File: src/rtl/mem_arbiter_if.sv
// Fetcher, load/store buffer and RAM/IO pin bundle of the memory arbiter.
// The arbiter uses the slave modport; clients and the memory use master.
interface mem_arbiter_if #(
    parameter int ADDR_W = 32
);
    logic              if_req_in;
    logic [ADDR_W-1:0] if_addr_in;
    logic              if_word_valid_out;
    logic [31:0]       if_data_out;
    logic [ADDR_W-1:0] if_word_addr_out;
    logic              if_done_out;

    logic              ls_req_in;
    logic              ls_wr_in;
    logic [1:0]        ls_size_in;
    logic [ADDR_W-1:0] ls_addr_in;
    logic [31:0]       ls_wdata_in;
    logic [31:0]       ls_rdata_out;
    logic              ls_done_out;

    logic [7:0]        mem_din;
    logic [7:0]        mem_dout;
    logic [ADDR_W-1:0] mem_a;
    logic              mem_wr;
    logic              io_buffer_full;

    modport slave (
        input  if_req_in, if_addr_in,
        output if_word_valid_out, if_data_out, if_word_addr_out, if_done_out,
        input  ls_req_in, ls_wr_in, ls_size_in, ls_addr_in, ls_wdata_in,
        output ls_rdata_out, ls_done_out,
        input  mem_din, io_buffer_full,
        output mem_dout, mem_a, mem_wr
    );

    modport master (
        output if_req_in, if_addr_in,
        input  if_word_valid_out, if_data_out, if_word_addr_out, if_done_out,
        output ls_req_in, ls_wr_in, ls_size_in, ls_addr_in, ls_wdata_in,
        input  ls_rdata_out, ls_done_out,
        output mem_din, io_buffer_full,
        input  mem_dout, mem_a, mem_wr
    );
endinterface

File: src/rtl/mem_arbiter.sv
// Byte-wide RAM/IO port arbiter: fetch line bursts and LSB 1/2/4-byte accesses.
// Optional MEM_ARB_IO_STALL_EN holds IO-window stores while the UART buffer is full.
//
// state | meaning
// IDLE  | no transfer; grants LSB over fetcher
// IF_RD | fetch burst, LINE_WORDS*4 bytes
// LS_RD | LSB load, 1/2/4 bytes
// LS_WR | LSB store, 1/2/4 bytes
// DONE  | one cycle for the requester to drop its request
module mem_arbiter #(
    parameter int LINE_WORDS = 4,
    parameter int ADDR_W     = 32
) (
    input  logic          clk_in,
    input  logic          rst_in,
    input  logic          rdy_in,
    input  logic          rollback_in,
    output logic          busy_out,
    mem_arbiter_if.slave  bus
);
    localparam int IF_BYTES = LINE_WORDS * 4;

    typedef enum logic [2:0] {IDLE, IF_RD, LS_RD, LS_WR, DONE} state_t;
    state_t state, state_nx;

    logic [ADDR_W-1:0] base_q, mem_a_q, if_word_addr_q;
    logic [5:0]        n_q, a_cnt, c_cnt, ls_n;
    logic [31:0]       wdata_q, asm_q, asm_nx, if_data_q, ls_rdata_q;
    logic [7:0]        mem_dout_q;
    logic              iss_v, p1, stall_q, word_pend, mem_wr_q;
    logic              if_word_valid_q, if_done_q, ls_done_q;
    logic              grant_ls, grant_if, ls_blocked, cap_en, last_word;
    logic [3:0]        word_idx;

    function automatic logic [ADDR_W-1:0] off(input logic [5:0] c);
        return {{(ADDR_W-6){1'b0}}, c};
    endfunction

`ifdef MEM_ARB_IO_STALL_EN
    assign ls_blocked = bus.ls_wr_in && (bus.ls_addr_in[17:16] == 2'b11) && bus.io_buffer_full;
`else
    logic unused_io;
    assign unused_io  = bus.io_buffer_full;
    assign ls_blocked = 1'b0;
`endif

    always_comb begin
        case (bus.ls_size_in)
            2'd0:    ls_n = 6'd1;
            2'd1:    ls_n = 6'd2;
            default: ls_n = 6'd4;
        endcase
    end

    // Capture is suppressed on the first edge after a freeze: the byte is re-read instead.
    assign cap_en    = p1 && !stall_q;
    assign word_idx  = c_cnt[5:2] - 4'd1;
    assign last_word = (word_idx == 4'(LINE_WORDS - 1));

    always_comb begin
        asm_nx = asm_q;
        asm_nx[{c_cnt[1:0], 3'b000} +: 8] = bus.mem_din;
    end

    always_ff @(posedge clk_in or posedge rst_in) begin
        if (rst_in) state <= IDLE;
        else        state <= state_nx;
    end

    always_comb begin
        state_nx = state;
        grant_ls = 1'b0;
        grant_if = 1'b0;
        if (rdy_in) begin
            case (state)
                IDLE: begin
                    if (bus.ls_req_in && !ls_blocked) begin
                        grant_ls = 1'b1;
                        state_nx = bus.ls_wr_in ? LS_WR : LS_RD;
                    end else if (bus.if_req_in && !rollback_in) begin
                        grant_if = 1'b1;
                        state_nx = IF_RD;
                    end
                end
                IF_RD: begin
                    if (rollback_in)                 state_nx = IDLE;
                    else if (word_pend && last_word) state_nx = DONE;
                end
                LS_RD:   if (cap_en && c_cnt == n_q - 6'd1) state_nx = DONE;
                LS_WR:   if (a_cnt == n_q) state_nx = DONE;
                DONE:    state_nx = IDLE;
                default: state_nx = IDLE;
            endcase
        end
    end

    always_ff @(posedge clk_in or posedge rst_in) begin
        if (rst_in) begin
            base_q <= '0; mem_a_q <= '0; if_word_addr_q <= '0;
            n_q <= '0; a_cnt <= '0; c_cnt <= '0;
            wdata_q <= '0; asm_q <= '0; if_data_q <= '0; ls_rdata_q <= '0;
            mem_dout_q <= '0; mem_wr_q <= 1'b0;
            iss_v <= 1'b0; p1 <= 1'b0; stall_q <= 1'b0; word_pend <= 1'b0;
            if_word_valid_q <= 1'b0; if_done_q <= 1'b0; ls_done_q <= 1'b0;
        end else if (!rdy_in) begin
            stall_q <= 1'b1;
        end else begin
            stall_q         <= 1'b0;
            if_word_valid_q <= 1'b0;
            if_done_q       <= 1'b0;
            ls_done_q       <= 1'b0;
            case (state)
                IDLE: begin
                    if (grant_ls || grant_if) begin
                        base_q    <= grant_ls ? bus.ls_addr_in : bus.if_addr_in;
                        mem_a_q   <= grant_ls ? bus.ls_addr_in : bus.if_addr_in;
                        n_q       <= grant_ls ? ls_n : 6'(IF_BYTES);
                        wdata_q   <= bus.ls_wdata_in;
                        asm_q     <= '0;
                        a_cnt     <= 6'd1;
                        c_cnt     <= '0;
                        p1        <= 1'b0;
                        word_pend <= 1'b0;
                        iss_v     <= !(grant_ls && bus.ls_wr_in);
                        if (grant_ls && bus.ls_wr_in) begin
                            mem_wr_q   <= 1'b1;
                            mem_dout_q <= bus.ls_wdata_in[7:0];
                        end
                    end
                end
                LS_WR: begin
                    if (a_cnt == n_q) begin
                        mem_wr_q  <= 1'b0;
                        ls_done_q <= 1'b1;
                    end else begin
                        mem_a_q    <= base_q + off(a_cnt);
                        mem_dout_q <= wdata_q[{a_cnt[1:0], 3'b000} +: 8];
                        a_cnt      <= a_cnt + 6'd1;
                    end
                end
                IF_RD, LS_RD: begin
                    if (state == IF_RD && rollback_in) begin
                        iss_v <= 1'b0;
                        p1    <= 1'b0;
                    end else if (stall_q) begin
                        // mem_din went stale during the freeze: restart from the first uncaptured byte.
                        if (c_cnt < n_q) begin
                            mem_a_q <= base_q + off(c_cnt);
                            a_cnt   <= c_cnt + 6'd1;
                            iss_v   <= 1'b1;
                        end else begin
                            iss_v <= 1'b0;
                        end
                        p1 <= 1'b0;
                    end else begin
                        if (a_cnt < n_q) begin
                            mem_a_q <= base_q + off(a_cnt);
                            a_cnt   <= a_cnt + 6'd1;
                            iss_v   <= 1'b1;
                        end else begin
                            iss_v <= 1'b0;
                        end
                        p1 <= iss_v;
                        if (p1) begin
                            asm_q <= asm_nx;
                            c_cnt <= c_cnt + 6'd1;
                            if (state == LS_RD && c_cnt == n_q - 6'd1) begin
                                ls_rdata_q <= asm_nx;
                                ls_done_q  <= 1'b1;
                            end
                        end
                    end
                    if (state == IF_RD) begin
                        if (word_pend) begin
                            if_word_valid_q <= 1'b1;
                            if_data_q       <= asm_q;
                            if_word_addr_q  <= base_q + off({word_idx, 2'b00});
                            if_done_q       <= last_word && !rollback_in;
                        end
                        word_pend <= !rollback_in && cap_en && (c_cnt[1:0] == 2'b11);
                    end
                end
                default: ;
            endcase
        end
    end

    assign busy_out              = (state != IDLE);
    assign bus.mem_a             = mem_a_q;
    assign bus.mem_dout          = mem_dout_q;
    assign bus.mem_wr            = mem_wr_q & rdy_in;
    assign bus.if_word_valid_out = if_word_valid_q;
    assign bus.if_data_out       = if_data_q;
    assign bus.if_word_addr_out  = if_word_addr_q;
    assign bus.if_done_out       = if_done_q;
    assign bus.ls_rdata_out      = ls_rdata_q;
    assign bus.ls_done_out       = ls_done_q;
endmodule

File: src/flat_wrapper.sv
// flat-port wrapper written by rule: the top's interface ports become plain ports
module mem_arbiter_flat 
#(
    parameter int LINE_WORDS = 4,
    parameter int ADDR_W     = 32
)
  (clk_in, rst_in, rdy_in, rollback_in, busy_out, bus_if_req_in, bus_if_addr_in, bus_if_word_valid_out, bus_if_data_out, bus_if_word_addr_out, bus_if_done_out, bus_ls_req_in, bus_ls_wr_in, bus_ls_size_in, bus_ls_addr_in, bus_ls_wdata_in, bus_ls_rdata_out, bus_ls_done_out, bus_mem_din, bus_io_buffer_full, bus_mem_dout, bus_mem_a, bus_mem_wr);
  mem_arbiter_if #(.ADDR_W(ADDR_W)) bus_i ();
  input  logic clk_in;
  input  logic rst_in;
  input  logic rdy_in;
  input  logic rollback_in;
  output logic busy_out;
  input wire logic [$bits(bus_i.if_req_in)-1:0] bus_if_req_in;
  input wire logic [$bits(bus_i.if_addr_in)-1:0] bus_if_addr_in;
  output wire logic [$bits(bus_i.if_word_valid_out)-1:0] bus_if_word_valid_out;
  output wire logic [$bits(bus_i.if_data_out)-1:0] bus_if_data_out;
  output wire logic [$bits(bus_i.if_word_addr_out)-1:0] bus_if_word_addr_out;
  output wire logic [$bits(bus_i.if_done_out)-1:0] bus_if_done_out;
  input wire logic [$bits(bus_i.ls_req_in)-1:0] bus_ls_req_in;
  input wire logic [$bits(bus_i.ls_wr_in)-1:0] bus_ls_wr_in;
  input wire logic [$bits(bus_i.ls_size_in)-1:0] bus_ls_size_in;
  input wire logic [$bits(bus_i.ls_addr_in)-1:0] bus_ls_addr_in;
  input wire logic [$bits(bus_i.ls_wdata_in)-1:0] bus_ls_wdata_in;
  output wire logic [$bits(bus_i.ls_rdata_out)-1:0] bus_ls_rdata_out;
  output wire logic [$bits(bus_i.ls_done_out)-1:0] bus_ls_done_out;
  input wire logic [$bits(bus_i.mem_din)-1:0] bus_mem_din;
  input wire logic [$bits(bus_i.io_buffer_full)-1:0] bus_io_buffer_full;
  output wire logic [$bits(bus_i.mem_dout)-1:0] bus_mem_dout;
  output wire logic [$bits(bus_i.mem_a)-1:0] bus_mem_a;
  output wire logic [$bits(bus_i.mem_wr)-1:0] bus_mem_wr;
  assign bus_i.if_req_in = bus_if_req_in;
  assign bus_i.if_addr_in = bus_if_addr_in;
  assign bus_if_word_valid_out = bus_i.if_word_valid_out;
  assign bus_if_data_out = bus_i.if_data_out;
  assign bus_if_word_addr_out = bus_i.if_word_addr_out;
  assign bus_if_done_out = bus_i.if_done_out;
  assign bus_i.ls_req_in = bus_ls_req_in;
  assign bus_i.ls_wr_in = bus_ls_wr_in;
  assign bus_i.ls_size_in = bus_ls_size_in;
  assign bus_i.ls_addr_in = bus_ls_addr_in;
  assign bus_i.ls_wdata_in = bus_ls_wdata_in;
  assign bus_ls_rdata_out = bus_i.ls_rdata_out;
  assign bus_ls_done_out = bus_i.ls_done_out;
  assign bus_i.mem_din = bus_mem_din;
  assign bus_i.io_buffer_full = bus_io_buffer_full;
  assign bus_mem_dout = bus_i.mem_dout;
  assign bus_mem_a = bus_i.mem_a;
  assign bus_mem_wr = bus_i.mem_wr;
  mem_arbiter #(.LINE_WORDS(LINE_WORDS), .ADDR_W(ADDR_W)) u_core (.clk_in(clk_in), .rst_in(rst_in), .rdy_in(rdy_in), .rollback_in(rollback_in), .busy_out(busy_out), .bus(bus_i));
endmodule
File: config.mk
export PLATFORM = sky130hd
export DESIGN_NAME = mem_arbiter_flat
export DESIGN_NICKNAME = d
export VERILOG_FILES = /design/src/rtl/mem_arbiter_if.sv /design/src/rtl/mem_arbiter.sv /design/src/flat_wrapper.sv
export SDC_FILE = /design/constraint.sdc
export NUM_CORES = 1
export LEC_CHECK = 0
export ABC_AREA = 1
export BUFFER_PORTS_ARGS = -buffer_cell sky130_fd_sc_hd__buf_2
export CORE_MARGIN = 4
export CORE_UTILIZATION = 55
export DETAILED_ROUTE_END_ITERATION = 12
export PLACE_DENSITY = 0.78
export SLEW_MARGIN = 40
export SYNTH_ARGS = -nofsm -noshare
export SYNTH_HDL_FRONTEND = slang
export SYNTH_SLANG_ARGS = --single-unit
File: constraint.sdc
create_clock -name clk_in -period 11.9 [get_ports clk_in]
set_input_delay 1.19 -clock clk_in [delete_from_list [all_inputs] [get_ports clk_in]]
set_output_delay 1.19 -clock clk_in [all_outputs]
set_load 0.01 [all_outputs]
==> results of run 1 <==
[cell usage after synthesis, types with 3 or more instances]
| cell | number |
|---|---|
| inv_2 | 10 |
| nor2_1 | 156 |
| nor3_2 | 3 |
| nand2_2 | 4 |
| nor2_4 | 5 |
| o221ai_1 | 3 |
| nand4_1 | 18 |
| nor3_1 | 8 |
| clkbuf_2 | 3 |
| o22ai_1 | 57 |
| buf_1 | 4 |
| o21ai_0 | 176 |
| nand3b_1 | 3 |
| or2_2 | 13 |
| a22oi_1 | 18 |
| ha_1 | 36 |
| inv_1 | 206 |
| xnor2_1 | 7 |
| nand2_1 | 564 |
| clkbuf_1 | 40 |
| o211ai_1 | 18 |
| o311ai_0 | 7 |
| buf_6 | 6 |
| buf_2 | 33 |
| fa_1 | 3 |
| xor2_1 | 37 |
| o21ai_1 | 16 |
| nand3_1 | 148 |
| dfrtp_1 | 259 |
| a31oi_1 | 9 |
| buf_4 | 7 |
| nor2_2 | 9 |
| o21a_1 | 7 |
| a21oi_1 | 63 |
[stage by stage]
stage               instance area (sq um)  total power [mW]
finish                              17200              4.08
detailed placement                  16200              3.11
CTS                                 17200              4.05
global placement                    16100              3.05
global route                        17200              4.34
floorplan                           14800              2.52
[layout by cell type, fill, tap and decap left out, types with 10 or more instances in the layout]
master and count:
a21oi_1 63, a22oi_1 18, buf_2 253, clkbuf_16 28, dfrtp_1 259, ha_1 36, inv_1 204, inv_2 10
nand2_1 564, nand3_1 147, nand4_1 18, nor2_1 156, o211ai_1 18, o21ai_0 176, o21ai_1 16, o22ai_1 57
or2_2 13, xor2_1 37
[flip-flops by register name, summed over array words and instances, names as in the netlist]
name	flops
u_core.wdata_q	32
u_core.bus.ls_rdata_out	32
u_core.bus.mem_dout	8
u_core.n_q	4
u_core.bus.if_word_valid_out	1
u_core.state	3
u_core.bus.mem_a	32
u_core.stall_q	1
u_core.base_q	32
u_core.p1	1
u_core.bus.ls_done_out	1
u_core.bus.if_word_addr_out	32
u_core.iss_v	1
u_core.word_pend	1
u_core.asm_q	32
u_core.c_cnt	6
u_core.mem_wr_q	1
u_core.a_cnt	6
u_core.bus.if_done_out	1
u_core.bus.if_data_out	32
[logic make-up (layout without fill, tap and decap cells)]
kind of cell,after synthesis,in the layout,share of synthesized area (%)
other cells,0,2,0
compound gates,384,384,14.7
simple gates,939,939,26.7
xor+xnor,44,44,2.60
flops,259,259,43.8
fa+ha+maj,39,39,3.45
buf+inv,311,532,8.67
mux,1,1,0.0676
[worst max-delay path by stage]
stage,slack (ps),endpoint,startpoint,cells past startpoint
after global routing,7860,u_core.bus.mem_a[27],u_core.a_cnt[0],11
after global placement,8200,u_core.bus.mem_dout[0],rollback_in,11
after detailed placement,8110,u_core.bus.mem_dout[6],rollback_in,11
final,8130,u_core.bus.mem_a[27],u_core.a_cnt[0],11
after floorplan,3580,u_core.a_cnt[0],rst_in,1
after CTS,8260,u_core.bus.mem_a[27],u_core.a_cnt[0],11
[final cells by class]
class	instances	area, sq um	area share [%]
clock inverters	10	195	1.14
multi-input cells	1407	7070	41.2
inverters	218	832	4.85
repair buffers	265	1380	8.02
clock buffers	39	782	4.56
diodes	2	5.00	0.0292
flip-flops and latches	259	6480	37.8
well taps	335	419	2.44
[where the power goes]
group	internal [mW]	switching (mW)	leakage [nW]
Sequential	1.16	0.301	3.27
Combinational	0.562	1.12	4.82
Clock	0.566	0.371	0.468
Total	2.29	1.79	8.56
[routing by layer]
layer	routed length, um	global-route usage (%)
met1	20100	44.9
met2	20000	45.6
met3	5530	8.46
met4	1360	9.13
met5	0	0
[worst register-to-register path: cells and delay by family, from the launching register on]
| kind | cells | cell delay (ps) |
|---|---|---|
| AO/OA/AOI/OAI | 1 | 80 |
| adder cells (fa/ha/maj) | 1 | 430 |
| buffers and inverters | 3 | 1280 |
| flip-flops | 1 | 790 |
| AND/OR/NAND/NOR | 6 | 1080 |
==> metrics, run 1 <==
Worst-path clk slew 70 ps; Setup TNS 0 ps; overall via count from detail_route 14.5k; layout cells sized above 1 16.5%; Synth Flop Type dfrtp_1; standby leakage power 8.56 nW; worst endpoint required time 12,340 ps; Distinct cells, synth 50; Final period util 31.7%; die height 172 um; die area 0.0296 sq mm; worst hold margin 470 ps; core outline area 0.0263 sq mm; Hold Path Class reg -> reg; slew of the pin with the lowest slew margin 865 ps; Detailed Place HPWL 33,700 um; number of placement rows 59; DP Cell Count 2,484; R2R setup slack 8130 ps; DR DRC count 0; Worst Path Max Fanout 47; clock tree buffer depth 3; port bufs 253; htree depth 1; chip width 172 um; Detailed Routing Iterations Pass 1 9; Final Hold Viols 0; # IOs 255; flops & latches, synth 259; total routed wirelength 47,000 um; Worst R2R Path Depth 11; largest net degree at the start of global routing 117; CTS Hold Bufs 0; yosys warns 0; Area Overhead vs Synth 15.9%; Worst Min Path Start u_core.bus.if_word_addr_out[3]; Final Max Tran Viols 0; Fill cells 2,328; clk_lat worst skew 550 ps; post-synthesis cell count 1,977; r2r startpoint u_core.a_cnt[0]; Critical Path End Type flop; EDFF count, synth 0; RSZ-0062 raised after global routing false; total grt overflow 0; fin util 65.3%; relative slew slack 41.9%; CP startpoint kind flop; Area contributors post-synth dfrtp_1 (44%), nand2_1 (14%), o21ai_0 (5.9%); sequential share of the synthesized area 43.8%; fin worst setup slack 8130 ps; Initial Util 56.4%; biggest area consumer among synthesized cells dfrtp_1; asr flop ratio synth 100%; DRT iter0 DRCs 1,683; post-CTS resize count 0; first-pass GRT wire length 72,700 um; Synth top area share 43.8%; fmax 265 MHz; DR vias/cell 5.70; final cell count without fillers 2,535; routed len/inst 18.5 um; Top Family by Delay on Critical Path buffers and inverters; CTS sink cnt 259; gpl congestion 0.973; CP max stage delay 790 ps; outcome complete, no violations; Tmin final 3770 ps; Net Count, Synth 2,130; CTS buffer count 28; R2R Path End u_core.bus.mem_a[27]; CTS root buf clkbuf_16; Max Cap Viol 0; Buf/Inv on CP 3; CTS tree built; post-CTS setup buffer count 0; initial antenna violation count 2; vias in the first global route 13.5k; Critical Path AT 4210 ps; worst slack at placement 8110 ps; Total Routing Usage GR 30.9%; Nets 2,332; Avg Inst Size Synth 7.49 sq um; Cell Area, Synth 0.0148 sq mm; slowest CP cell dfrtp_1; post-route ant nets 0; Cell Pwr Density 238 mW/mm^2; Setup CP Type reg -> reg; Min-Delay Endpoint u_core.bus.if_word_addr_out[3]; final-report setup violation count 0; critical path cell sequence clkinv_1 > ha_1 > nand3_1 > nor2_4 > nor2_2 > nand2_4 > inv_2 > buf_4 > nand2_1 > nor2_1 > a21oi_1; Max VDD drop 0.131 mV; clk_skew 14.7 ps; hold path cells 2
Note: power is estimated with default switching activity, not from simulation.
==> run 2: changes to the inputs <==
--- a/config.mk
+++ b/config.mk
@@ -5,12 +5,12 @@
 export SDC_FILE = /design/constraint.sdc
 export NUM_CORES = 1
 export LEC_CHECK = 0
-export ABC_AREA = 1
+export ABC_AREA = 0
 export BUFFER_PORTS_ARGS = -buffer_cell sky130_fd_sc_hd__buf_2
 export CORE_MARGIN = 4
-export CORE_UTILIZATION = 55
+export CORE_UTILIZATION = 51
 export DETAILED_ROUTE_END_ITERATION = 12
-export PLACE_DENSITY = 0.78
+export PLACE_DENSITY = 0.77
 export SLEW_MARGIN = 40
 export SYNTH_ARGS = -nofsm -noshare
 export SYNTH_HDL_FRONTEND = slang
==> constraint.sdc (replaced) <==
create_clock -name clk_in -period 3.22 [get_ports clk_in]
set_input_delay 0.322 -clock clk_in [delete_from_list [all_inputs] [get_ports clk_in]]
set_output_delay 0.322 -clock clk_in [all_outputs]
set_load 0.01 [all_outputs]
==> run 2 against run 1 <==
Sequential power increased to 3.4 times the previous value. Clock-buffer cell count decreased by 2. Synthesized area fell by 4.9%. Clock power increased to 3.7 times the previous value. Clock skew rose by 12 ps. Setup slack worse by 7800 ps. Global-route usage down 6.4 points. Sequential share of layout area up 0.96 points. Non-clock buffer count increased by 36. Sequential cell count did not move. Final cell count down 21%. Critical endpoint is now u_core.bus.mem_a[12]. Largest power group unchanged.
==> metrics, run 2 <==
ant diodes 0 (-2); outcome complete, no violations; CTS buffer count 28 (unchanged); Fill cells 2,207 (-5.2%); largest net degree at the start of global routing 127 (+8.5%); CTS root buf clkbuf_16; htree depth 1 (unchanged); critical path capture point u_core.bus.mem_a[12]; DR DRC count 0 (unchanged); yosys warns 0 (unchanged); critical path cell sequence ha_1 > inv_1 > fa_1 > nand2b_1 > a21oi_2 > o32ai_2 > buf_4 > nor4_2 > xor2_1 > a21oi_1 > a21oi_1; worst hold margin 18.4 ps (-451 ps); r2r startpoint u_core.base_q[0]; Setup CP Type reg -> reg; CTS tree built; Critical Path AT 3360 ps (-850 ps); standby leakage power 7.91 nW (-7.6%); gpl congestion 0.889 (-8.7%); slowest CP cell dfrtp_1; Cell Pwr Density 822 mW/mm^2 (+250%); CP Launch Point u_core.base_q[0]; chip width 174 um (+1.2%); clk_lat worst skew 560 ps (about the same); Critical Path End Type flop; CP startpoint kind flop; Max Cap Viol 0 (unchanged); Top Family by Delay on Critical Path compound AO/OA/AOI/OAI gates; slew of the pin with the lowest slew margin 752 ps (-113 ps); post-synthesis cell count 1,418 (-28%); post-route ant nets 0 (unchanged); Hold Path Class in -> reg; Final Max Tran Viols 0 (unchanged); R2R setup slack 340 ps (-7790 ps); Detailed Place HPWL 26,500 um (-21%); Distinct cells, synth 79 (+58%); sequential share of the synthesized area 46.0% (+2.3 points); fin area 0.0167 sq mm (-2.5%); clk_skew 26.5 ps (+11.8 ps); biggest area consumer among synthesized cells dfrtp_1; total grt overflow 0 (unchanged); Avg Inst Size Synth 9.93 sq um (+33%); Area contributors post-synth dfrtp_1 (46%), o21ai_0 (5.8%), nand2_1 (4.9%); Buf/Inv on CP 2 (-1); layout cells sized above 1 28.0% (+12 points); total routed wirelength 37,600 um (-20%); Cell Area, Synth 0.0141 sq mm (-4.9%); most frequent cells in the layout dfrtp_1 (259), buf_2 (253), nand2_1 (183); vias in the first global route 11.5k (-15%); Total Routing Usage GR 24.5% (-6.4 points); relative slew slack 49.9% (+8.0 points); first-pass GRT wire length 61,600 um (-15%); Initial Util 52.1% (-4.3 points); Synth top area share 46.0% (+2.3 points); die area 0.0303 sq mm (+2.4%); Final Hold Viols 0 (unchanged); Detailed Routing Iterations Pass 1 5 (-4); DR vias/cell 5.74 (+0.59%); DRT iter0 DRCs 1,003 (-40%); Nets 1,788 (-23%); asr flop ratio synth 100% (unchanged); Net Count, Synth 1,571 (-26%); CTS sink cnt 259 (unchanged); Net Sw Frac 38.2% (-5.7 points); sequential power share 35.8% (about the same); Tmin final 2880 ps (-886 ps); flops & latches, synth 259 (unchanged); Worst-path clk slew 70 ps (about the same); Worst R2R Path Depth 11 (unchanged); RSZ-0062 raised after global routing false; Stages on worst setup path 11 (unchanged); # IOs 255 (unchanged); switching power 5.26 mW (+190%); fmax 347 MHz (+31%); worst endpoint required time 3700 ps (-8640 ps); final-report setup violation count 0 (unchanged); die height 174 um (+1.2%); number of placement rows 60 (+1.7%); Max VDD drop 0.573 mV (+340%); P_int 8.49 mW (+270%); Area Overhead vs Synth 18.8%; combinational share of power 39.2% (-2.1 points); initial antenna violation count 1 (-1); R2R Path End u_core.bus.mem_a[12]; top cells by count, synth dfrtp_1 (259), nand2_1 (183), o21ai_0 (164), nor2_1 (103), xnor2_1 (66); cell mode on critical path a21oi_1; post-CTS setup buffer count 0 (unchanged); overall power 13.7 mW (+240%); Final period util 89.5% (+58 points); Synth Flop Type dfrtp_1; core outline area 0.0270 sq mm (+2.8%); overall via count from detail_route 11.4k (-21%); Post-DP Area 0.0156 sq mm (-3.3%); EDFF count, synth 0 (unchanged); CP max stage delay 450 ps (-340 ps); clock tree buffer depth 3 (unchanged); most frequent cell after synthesis dfrtp_1; most common cell after layout, fill and taps aside dfrtp_1; Clock power frac 25.1% (+2.1 points); routed len/inst 18.8 um (+1.6%); Worst Path Max Fanout 7 (-85%); port bufs 253 (unchanged)
==> run 2: cells by family after synthesis <==
group	count (synthesis)	share of synthesized area [%]
buffers and inverters	177	5.57
AOI/OAI and AO/OA	342	15.6
xor gates and xnor gates	90	5.60
adders and majority gates	40	3.70
and+or+nand+nor	399	13.5
DFF	259	46.0
muxes	111	10.1
==> run 2: timing repair <==
item / CTS / global route
resized for setup: 0 / 0
hold buffers: 9 / 0
hold endpoints to repair: 18 / 0
==> run 2: cell type report <==
cell class	instances	area, sq um	share of cell area, %
Multi-Input combinational cell	982	6850	40.9
Sequential cell	259	6480	38.7
Timing Repair Buffer	301	1730	10.3
Clock buffer	37	815	4.87
Tap cell	341	427	2.55
Inverter	63	240	1.44
Clock inverter	13	191	1.14
==> run 2: worst min path at each step <==
stage	from	to	slack (ps)	cells after the start
after global placement	rst_in	u_core.bus.if_done_out	260	2
after global routing	bus_ls_wdata_in[23]	u_core.wdata_q[23]	4	2
final	bus_ls_wdata_in[26]	u_core.wdata_q[26]	20	2
after detailed placement	rst_in	u_core.bus.if_done_out	260	2
after CTS	bus_ls_wdata_in[22]	u_core.wdata_q[22]	2	2
after floorplan	bus_ls_size_in[1]	u_core.n_q[0]	420	1
==> run 2: stage by stage <==
step	instances	TNS, ps	util, %	worst slack (ps)
finish	1996	0	61.9	339
global placement	1937	0	57.8	480
floorplan	1418	-133540	-	-516
detailed placement	1937	0	57.9	400
global route	1996	0	61.9	234
CTS	1996	0	61.9	378
==> run 2: routing by layer <==
layer | vias to the layer above | share of wire (%) | global-route usage (%)
met4 | 2 | 2.4 | 6.14
li1 | 5382 | - | -
met1 | 5578 | 44 | 34.4
met2 | 422 | 46 | 39.3
met3 | 65 | 7.6 | 5.00
met5 | - | 0.035 | 0
==> run 2: power by group through the flow <==
stage	clock [mW]	combinational (mW)	sequential, mW
floorplan	0	4.01	4.60
global placement	0	5.20	4.89
detailed placement	0	5.35	4.94
CTS	3.50	5.40	4.90
global route	3.66	5.96	5.03
finish	3.45	5.39	4.92
==> run 3: changes to the inputs <==
--- a/config.mk
+++ b/config.mk
@@ -7,10 +7,11 @@
 export LEC_CHECK = 0
 export ABC_AREA = 0
 export BUFFER_PORTS_ARGS = -buffer_cell sky130_fd_sc_hd__buf_2
+export CAP_MARGIN = 20
 export CORE_MARGIN = 4
-export CORE_UTILIZATION = 51
+export CORE_UTILIZATION = 55
 export DETAILED_ROUTE_END_ITERATION = 12
-export PLACE_DENSITY = 0.77
+export PLACE_DENSITY = 0.79
 export SLEW_MARGIN = 40
 export SYNTH_ARGS = -nofsm -noshare
 export SYNTH_HDL_FRONTEND = slang
==> constraint.sdc (replaced) <==
create_clock -name clk_in -period 3.6 [get_ports clk_in]
set_input_delay 0.36 -clock clk_in [delete_from_list [all_inputs] [get_ports clk_in]]
set_output_delay 0.36 -clock clk_in [all_outputs]
set_load 0.01 [all_outputs]
==> run 3 against run 2 <==
Highest routed layer unchanged. Critical path type unchanged. Largest power group unchanged. Hold slack worse by 44 ps. Clock skew shrank 8.5 ps. Non-clock buffer count decreased by 19. The run now ends with negative hold slack left. Global-route usage increased by 1.6 points. First-iteration DRC count is 3.7% higher. Clock power fell by 23%.
==> metrics, run 3 (synthesis gave the netlist of run 2 again) <==
Setup CP Type reg -> reg; vias in the first global route 11.4k (-0.70%); fin util 65.0% (+3.1 points); slew of the pin with the lowest slew margin 787 ps (+35.3 ps); total routed wirelength 37,100 um (-1.2%); routed len/inst 19.0 um (+0.75%); Worst Path Max Fanout 12 (+5); CTS sink cnt 259 (unchanged); Detailed Routing Iterations Pass 1 5 (unchanged); final-report setup violation count 0 (unchanged); Top Family by Delay on Critical Path compound AO/OA/AOI/OAI gates; final cell count without fillers 1,958 (-1.9%); Final Hold Viols 18 (+18); worst hold margin -25.7 ps (-44.1 ps); Area Overhead vs Synth 16.2%; post-CTS setup buffer count 0 (unchanged); htree depth 1 (unchanged); Max VDD drop 0.474 mV (-17%); RSZ-0062 raised after global routing false; chip width 168 um (-3.5%); fin area 0.0164 sq mm (-2.2%); largest net degree at the start of global routing 98 (-23%); Worst-path clk slew 60 ps (about the same); clk_skew 18.0 ps (-8.50 ps); clock tree buffer depth 3 (unchanged); die height 168 um (-3.5%); most common cell after layout, fill and taps aside dfrtp_1; critical path cell sequence inv_1 > fa_1 > or2_1 > a21oi_2 > o32ai_4 > nor3_1 > xor2_1 > a221oi_1 > a21oi_1; post-CTS resize count 0 (unchanged); port bufs 253 (unchanged); slowest CP cell dfrtp_1; Buf/Inv on CP 1 (-1); core outline area 0.0252 sq mm (-6.8%); number of placement rows 58 (-3.3%); gpl congestion 0.905 (+1.8%); DP Cell Count 1,916 (-1.1%); most frequent cells in the layout dfrtp_1 (259), buf_2 (253), nand2_1 (183); Total Routing Usage GR 26.1% (+1.6 points); outcome finished, violations left; total grt overflow 0 (unchanged); initial antenna violation count 2 (+1); DRT iter0 DRCs 1,040 (+3.7%); CTS buffer count 27 (-3.6%); CTS tree built; Setup TNS 0 ps (unchanged); Max Cap Viol 0 (unchanged); worst endpoint required time 4020 ps (+320 ps); failing checks negative hold slack; Final period util 82.0% (-7.5 points); DR vias/cell 5.80 (+1.1%); Critical Path End Type flop; CP startpoint kind flop; DR DRC count 0 (unchanged); Detailed Place HPWL 26,200 um (-1.4%); layout cells sized above 1 27.4% (-0.64 points); overall via count from detail_route 11.4k (-0.82%); Initial Util 55.9% (+3.8 points); Cell Pwr Density 718 mW/mm^2 (-13%); clk_lat worst skew 550 ps (about the same); fmax 339 MHz (-2.4%); relative slew slack 47.4% (-2.5 points); # IOs 255 (unchanged); Post-DP Area 0.0155 sq mm (-0.63%); first-pass GRT wire length 60,600 um (-1.6%); Hold Path Class in -> async; standby leakage power 7.74 nW (-2.1%); Critical Path AT 3370 ps (about the same); CP max stage delay 580 ps (+130 ps); post-route ant nets 0 (unchanged); Nets 1,768 (-1.1%); CTS Hold Bufs 0 (-9); die area 0.0282 sq mm (-6.9%); CTS root buf clkbuf_16; Tmin final 2950 ps (+70.7 ps); Final Max Tran Viols 0 (unchanged); ant diodes 0 (unchanged)
-- run 3: cell count changes in the layout (fill, tap and decap cells not counted), moves of 2 or more --
cell / change
dlygate4sd3_1: -9
buf_12: -3
inv_6: -2
buf_6: +2
clkbuf_8: -5
clkinv_2: +4
buf_4: -9
bufinv_16: -3
clkinvlp_4: -2
-- run 3: power breakdown --
group / switching, mW / leakage (nW) / internal, mW / total (mW)
combinational: 2.68 / 3.96 / 2.00 / 4.68
clock: 1.14 / 0.414 / 1.51 / 2.65
sequential: 0.784 / 3.36 / 3.63 / 4.41
total: 4.60 / 7.74 / 7.15 / 11.7
-- run 3: stage by stage --
| stage | setup slack (ps) | total power [mW] |
|---|---|---|
| 4_1_cts | 641 | 11.8 |
| 2_1_floorplan | -174 | 7.71 |
| 5_1_grt | 406 | 12.5 |
| 6_report | 648 | 11.7 |
| 3_5_place_dp | 650 | 9.10 |
| 3_3_place_gp | 663 | 8.89 |
-- run 3: layout make-up --
type                            count  area [sq um]
Clock buffer                       32           734
Clock inverter                     10          92.6
Fill cell                        2040          8820
Inverter                           63           240
Multi-Input combinational cell    982          6860
Sequential cell                   259          6480
Tap cell                          330           413
Timing Repair Buffer              282          1550
-- run 3: final timing paths --
| check | endpoint | startpoint | slack, ps | cells after the start |
|---|---|---|---|---|
| max | u_core.bus.mem_a[18] | u_core.c_cnt[1] | 650 | 9 |
| min | u_core.bus.ls_done_out | rst_in | -30 | 3 |
| max reg2reg | u_core.bus.mem_a[18] | u_core.c_cnt[1] | 650 | 9 |
| min reg2reg | u_core.bus.if_word_addr_out[18] | u_core.bus.if_word_addr_out[18] | 470 | 2 |
| max in group asynchronous | u_core.bus.if_word_addr_out[23] | rst_in | 2800 | 4 |
| min in group clk_in | u_core.n_q[0] | bus_ls_size_in[0] | 30 | 2 |
-- run 3: per-layer routing --
layer	wire [um]	vias to the layer above	track usage, %
met5	14	-	0
met4	968	4	7.16
met3	3080	67	4.98
met2	17100	468	41.6
met1	16000	5494	37.0
li1	-	5322	-
-- run 3: worst reg2reg max path: stages, from the launching register on --
cell and delay [ps]:
dfrtp_1 580, inv_1 240, fa_1 500, or2_1 260
a21oi_2 240, o32ai_4 240, nor3_1 280, xor2_1 90
a221oi_1 300, a21oi_1 100
